**config.mk**
```make
export PLATFORM = sky130hd
export DESIGN_NAME = out_port_alloc_r24
export DESIGN_NICKNAME = d
export VERILOG_FILES = /design/src/rtl/out_port_alloc_r24_pkg.sv /design/src/rtl/out_port_alloc_r24_rr_pick5.sv /design/src/rtl/out_port_alloc_r24.sv
export SDC_FILE = /design/constraint.sdc
export NUM_CORES = 1
export LEC_CHECK = 0
export ABC_CLOCK_PERIOD_IN_PS = 9300
export CORE_UTILIZATION = 46
export CTS_CLUSTER_DIAMETER = 30
export DETAILED_ROUTE_END_ITERATION = 6
export PLACE_DENSITY = 0.76
export SYNTH_ARGS = -nofsm -noshare
export SYNTH_HDL_FRONTEND = slang
export SYNTH_HIERARCHICAL = 1
export SYNTH_SLANG_ARGS = --single-unit
```
**constraint.sdc**
```tcl
create_clock -name clk -period 9.3 [get_ports clk]
set_input_delay 0.93 -clock clk [delete_from_list [all_inputs] [get_ports clk]]
set_output_delay 0.93 -clock clk [all_outputs]
set_load 0.01 [all_outputs]
```
**src/rtl/out_port_alloc_r24_pkg.sv**
```systemverilog
// Shared router definitions: port indices, allocator state encoding and a
// small one-hot helper used by every output allocator.
package out_port_alloc_r24_pkg;

    localparam int NPORTS = 5;

    localparam logic [2:0] P_LOCAL = 3'd0;
    localparam logic [2:0] P_1     = 3'd1;
    localparam logic [2:0] P_2     = 3'd2;
    localparam logic [2:0] P_3     = 3'd3;
    localparam logic [2:0] P_4     = 3'd4;

    typedef enum logic {
        IDLE = 1'b0,
        BUSY = 1'b1
    } state_t;

    function automatic logic [NPORTS-1:0] onehot5(input logic [2:0] idx);
        logic [NPORTS-1:0] v;
        v = '0;
        for (int i = 0; i < NPORTS; i++) begin
            v[i] = (idx == 3'(i));
        end
        return v;
    endfunction

endpackage

```
**src/rtl/out_port_alloc_r24_rr_pick5.sv**
```systemverilog
// Combinational round-robin picker: first set req bit scanning upward from
// ptr, wrapping 4 -> 0. Shared by all five output allocators.
module rr_pick5
    import out_port_alloc_r24_pkg::*;
(
    input  logic [NPORTS-1:0] req,
    input  logic [2:0]        ptr,
    output logic [2:0]        winner,
    output logic              found
);

    logic [3:0] idx;

    always_comb begin
        found  = 1'b0;
        winner = P_LOCAL;
        idx    = '0;
        for (int k = 0; k < NPORTS; k++) begin
            idx = {1'b0, ptr} + 4'(k);
            if (idx >= 4'(NPORTS)) begin
                idx = idx - 4'(NPORTS);
            end
            if (!found && req[idx[2:0]]) begin
                found  = 1'b1;
                winner = idx[2:0];
            end
        end
    end

endmodule

```
**src/rtl/out_port_alloc_r24.sv**
```systemverilog
// Output-port-4 allocator: round-robin grant held for a whole packet, flit
// handshake between the granted input and the link, and a stall watchdog.
module out_port_alloc_r24
    import out_port_alloc_r24_pkg::*;
#(
    parameter int TIMEOUT = 255,
    parameter int CNT_W   = 8
) (
    input  logic              clk,
    input  logic              rst_n,
    input  logic [NPORTS-1:0] req,
    input  logic [NPORTS-1:0] in_valid,
    input  logic [NPORTS-1:0] in_tail,
    input  logic              out_ready,
    output logic [NPORTS-1:0] gnt,
    output logic [NPORTS-1:0] in_ready,
    output logic              out_valid,
    output logic              busy,
    output logic              err_timeout
);

    // Handshake: a flit moves when out_valid and out_ready are both high in
    // the same cycle; in_ready[i] mirrors out_ready to the granted input only,
    // independent of in_valid, so neither side waits on the other.

    state_t               state, state_nx;
    logic [NPORTS-1:0]    gnt_nx;
    logic [2:0]           ptr, ptr_nx;
    logic [CNT_W-1:0]     cnt, cnt_nx;
    logic                 err_nx;

    logic [2:0]           pick_w;
    logic                 pick_found;
    logic [2:0]           w;
    logic                 valid_w;
    logic                 tail_w;
    logic                 fire;

    rr_pick5 u_pick (
        .req    (req),
        .ptr    (ptr),
        .winner (pick_w),
        .found  (pick_found)
    );

    always_comb begin
        w = P_LOCAL;
        for (int i = 0; i < NPORTS; i++) begin
            if (gnt[i]) begin
                w = 3'(i);
            end
        end
    end

    assign busy      = (state == BUSY);
    assign valid_w   = |(in_valid & gnt);
    assign tail_w    = |(in_tail & gnt);
    assign fire      = busy & valid_w & out_ready;
    assign out_valid = busy & valid_w;
    assign in_ready  = gnt & {NPORTS{busy & out_ready}};

    always_comb begin
        state_nx = state;
        gnt_nx   = gnt;
        ptr_nx   = ptr;
        cnt_nx   = cnt;
        err_nx   = 1'b0;
        case (state)
            IDLE: begin
                if (pick_found) begin
                    gnt_nx   = onehot5(pick_w);
                    cnt_nx   = '0;
                    state_nx = BUSY;
                end
            end
            BUSY: begin
                // A tail fire wins over a coincident timeout: normal release.
                if ((fire && tail_w) || (!fire && cnt == CNT_W'(TIMEOUT - 1))) begin
                    gnt_nx   = '0;
                    cnt_nx   = '0;
                    ptr_nx   = (w == P_4) ? P_LOCAL : w + 3'd1;
                    state_nx = IDLE;
                    err_nx   = !fire;
                end else if (fire) begin
                    cnt_nx = '0;
                end else begin
                    cnt_nx = cnt + 1'b1;
                end
            end
            default: begin
                state_nx = IDLE;
                gnt_nx   = '0;
            end
        endcase
    end

    always_ff @(posedge clk or negedge rst_n) begin
        if (!rst_n) begin
            state       <= IDLE;
            gnt         <= '0;
            ptr         <= P_LOCAL;
            cnt         <= '0;
            err_timeout <= 1'b0;
        end else begin
            state       <= state_nx;
            gnt         <= gnt_nx;
            ptr         <= ptr_nx;
            cnt         <= cnt_nx;
            err_timeout <= err_nx;
        end
    end

endmodule

```
==> flow_summary_export.csv <==
group,metric,value,unit
outcome,status,"completed",
sta,setup_viol,0,
grt,grt_antenna_before_repair,0,
floorplan,dieArea,4861,um^2
critical_path,cp_slowest_cell,"dfrtp_1",
sta,post-route-period-util,49.30,%
floorplan,die_x,69.72,um
clocking,postCtsSetupRepairBufs,0,
grt,first_global_vias,1835,
power_and_ir_drop,p_per_area,286.6,nW/um^2
clocking,clock_path_buffers,2,
critical_path,critPathBufInv,2,
sta,drv_slew,0,
sta,rsz0062_at_grt,"false",
route,first_pass_iters,4,
floorplan,rows,24,
power_and_ir_drop,power.share.clock,9.1,%
synthesis,synthCells,248,
route,vias_per_cell,6.232,
synthesis,synth_edf_count,0,
synthesis,ys_async_sr_fraction,100.0,%
grt,grt_start_max_net_pins,20,
critical_path,crit_path_end_kind,"register",
critical_path,regToRegSetupSlack,4.71,ns
synthesis,synth_area,2110,um^2
route,drt_wl_total,5145,um
sta,finalCriticalPeriod,4.585,ns
sta,finalClockSkew,0.002053,ns
route,num_vias,2013,
job,cap_violations,0,
worst_hold_path,hold_class,"register to register",
final_layout,drive_gt1_share,9.225,%
synthesis,avgSynthCellArea,8.506,um^2
floorplan,dieHeight,69.72,um
sta,finalHoldViolations,0,
power_and_ir_drop,power_switching,345.0,uW
critical_path,crit_path_start_kind,"register",
power_and_ir_drop,p_comb_share,70.3,%
critical_path,arrival,4.76,ns
clocking,holdBufCountCts,0,
sta,hold_ws,0.5180,ns
floorplan,start_util,48.12,%
route,drtIter0Drc,211,
synthesis,synthTopCellsByArea,"dfrtp_1 21%, ha_1 6.5%, mux2i_1 3.3%",
critical_path,worstSetupStartpoint,"ptr[0]",
critical_path,critPathMaxFanout,19,
route,drt-wirelength-per-cell,15.93,um
floorplan,placeableCoreArea,4384,um^2
final_layout,antenna-diode-count,0,
grt,gr-usage-all-layers,21.56,%
power_and_ir_drop,ir_worst_vdd,0.1274,mV
placed_design,gp_congestion,0.9372,
floorplan,ios,31,
final_layout,nets,302,
sta,relSlewSlack,43.82,%
placed_design,hpwlAfterDp,3990,um
critical_path,crit_cells,15,
critical_path,crit_end,"gnt[1]",
synthesis,synth_seq_cells,18,
grt,grt_pass1_wl,8631,um
clocking,cts-htree-levels,1,
synthesis,synth_seq_area_share,21.35,%
power_and_ir_drop,cellInternalPower,359.7,uW
critical_path,worstRegToRegCells,15,
synthesis,yosys_warnings,6,
critical_path,crit_family,"simple AND/OR/NAND/NOR gates",
final_layout,n_fill_cell,373,
critical_path,timing.rr.end,"gnt[1]",
route,ant_nets,0,
synthesis,synth_cell_types,72,
power_and_ir_drop,p_leak,0.001018,uW
clocking,numCtsBuffers,3,
clocking,clock-sinks,18,
clocking,clk_pin_slew_worst_paths,0.07,ns
clocking,clkLatencyLatePin,0.25,ns
power_and_ir_drop,p_seq_share,20.6,%
synthesis,yosys.area.top_type,"dfrtp_1",
route,drc_errors,0,
clocking,clockRootBuffer,"clkbuf_8",
critical_path,worstSetupPathType,"register to register",
sta,setup_tns,0,ns
synthesis,syn-num-nets,278,
grt,grt-ovfl-total,0,
sta,max_freq,218.1,MHz
critical_path,rr_startpoint,"ptr[0]",
clocking,cts-resized-gates,0,
clocking,cts_tree,"yes",
critical_path,max_stage_delay,0.65,ns
critical_path,crit_path_cell_trace,"inv_4 -> ha_1 -> inv_1 -> fa_1 -> a21oi_2 -> mux2i_2 -> mux2i_1 -> nor3b_2 -> nor2_1 -> mux2_1 -> a311o_1 -> nand2b_1 -> or4b_2 -> nor2b_1 -> a31oi_1",
final_layout,synthToLayoutAreaGrowth,16.55,%
power_and_ir_drop,switching_share,48.96,%
synthesis,synth_ff_type,"dfrtp_1",
sta,tightest_slew,0.8401,ns
synthesis,synth_top_area_share,21.35,%
critical_path,worstPathRequired,9.48,ns
placed_design,io_buffers,30,
==> per-layer routing <==
layer	GRT usage (%)	vias up	part of all wire [%]
li1	-	983	-
met1	31.34	959	48
met2	33.87	67	46
met3	3.924	4	5.3
met4	3.556	0	0.62
met5	0	-	0
==> worst min path at each step <==
stage / from / end / slack, ns / depth (start not counted)
floorplan: cnt[7] / cnt[7] / 0.48 / 1
global placement: cnt[7] / cnt[7] / 0.50 / 1
detailed placement: cnt[7] / cnt[7] / 0.51 / 1
CTS: cnt[7] / cnt[7] / 0.52 / 1
global route: cnt[7] / cnt[7] / 0.56 / 1
finish: cnt[7] / cnt[7] / 0.52 / 1
==> stage by stage <==
stage          utilization (%)  total power (uW)  setup slack [ns]  cells  instance area (um^2)
2_1_floorplan                -             528.7             5.304    248                  2110
3_3_place_gp             54.82             628.2             4.705    319                  2404
3_5_place_dp             54.82             632.1             4.748    319                  2404
4_1_cts                  56.08             699.6             4.724    323                  2459
5_1_grt                  56.08             764.0             4.458    323                  2459
6_report                 56.08             704.8             4.715    323                  2459
==> sequential cells by signal (all words and copies together) (netlist names) <==
register and count:
err_timeout 1, ptr 3, gnt 5, busy 1, cnt 8
==> power by group through the flow <==
stage,clock network [uW],logic (uW),registers [uW]
finish,64.2,496,145
global route,71.0,541,152
CTS,66.1,489,145
detailed placement,0,486,146
global placement,0,482,146
floorplan,0,404,124
==> synth_stat cells (3+ instances only) <==
cell type	count
dfrtp_1	18
and3_1	8
nor3_1	8
a31oi_1	4
nor2b_1	7
buf_6	3
xnor2_1	7
a21oi_1	13
nor2_1	18
nand3_1	4
nor4_1	4
mux2i_1	7
nor4b_1	3
ha_1	11
a211oi_1	5
inv_1	10
or3_1	3
mux2_1	3
a22oi_1	3
clkbuf_1	3
nand2_1	16
buf_2	3
a21o_1	6
o21a_1	5
and4_1	5
o21ai_0	11
==> worst reg2reg max path, stage by stage, from the launching register on <==
cell and delay, ns:
dfrtp_1 0.65, inv_4 0.29, ha_1 0.18, inv_1 0.05
fa_1 0.41, a21oi_2 0.21, mux2i_2 0.34, mux2i_1 0.15
nor3b_2 0.36, nor2_1 0.10, mux2_1 0.33, a311o_1 0.36
nand2b_1 0.17, or4b_2 0.62, nor2b_1 0.15, a31oi_1 0.13
==> cell type report <==
| type | count | area, um^2 | share of cell area [%] |
|---|---|---|---|
| multi-input combinational | 207 | 1540 | 62.65 |
| sequential | 18 | 450.4 | 18.32 |
| timing repair buffer | 30 | 300.3 | 12.21 |
| tap | 52 | 65.06 | 2.646 |
| clock buffer | 4 | 55.05 | 2.239 |
| inverter | 12 | 47.55 | 1.934 |
==> kinds of logic (layout without fill, tap and decap cells) <==
kind of cell,count (synthesis),in the layout,share of synthesized area [%]
compound gates,75,75,27.11
xor+xnor,9,9,3.737
fa+ha+maj,12,12,7.473
buf+inv,23,46,5.634
flops,18,18,21.35
mux,13,13,6.643
simple gates,98,98,28.05
==> layout by cell type (no fill, tap or decap), types with 6 or more instances in the layout <==
| master | netlist | final |
|---|---|---|
| clkdlybuf4s50_1 | 0 | 30 |
| nor2_1 | 18 | 18 |
| dfrtp_1 | 18 | 18 |
| nand2_1 | 16 | 16 |
| a21oi_1 | 13 | 13 |
| o21ai_0 | 11 | 11 |
| ha_1 | 11 | 11 |
| inv_1 | 10 | 10 |
| and3_1 | 8 | 8 |
| nor3_1 | 8 | 8 |
| nor2b_1 | 7 | 7 |
| xnor2_1 | 7 | 7 |
| mux2i_1 | 7 | 7 |
| a21o_1 | 6 | 6 |
Power figures use the tool's default switching activity.
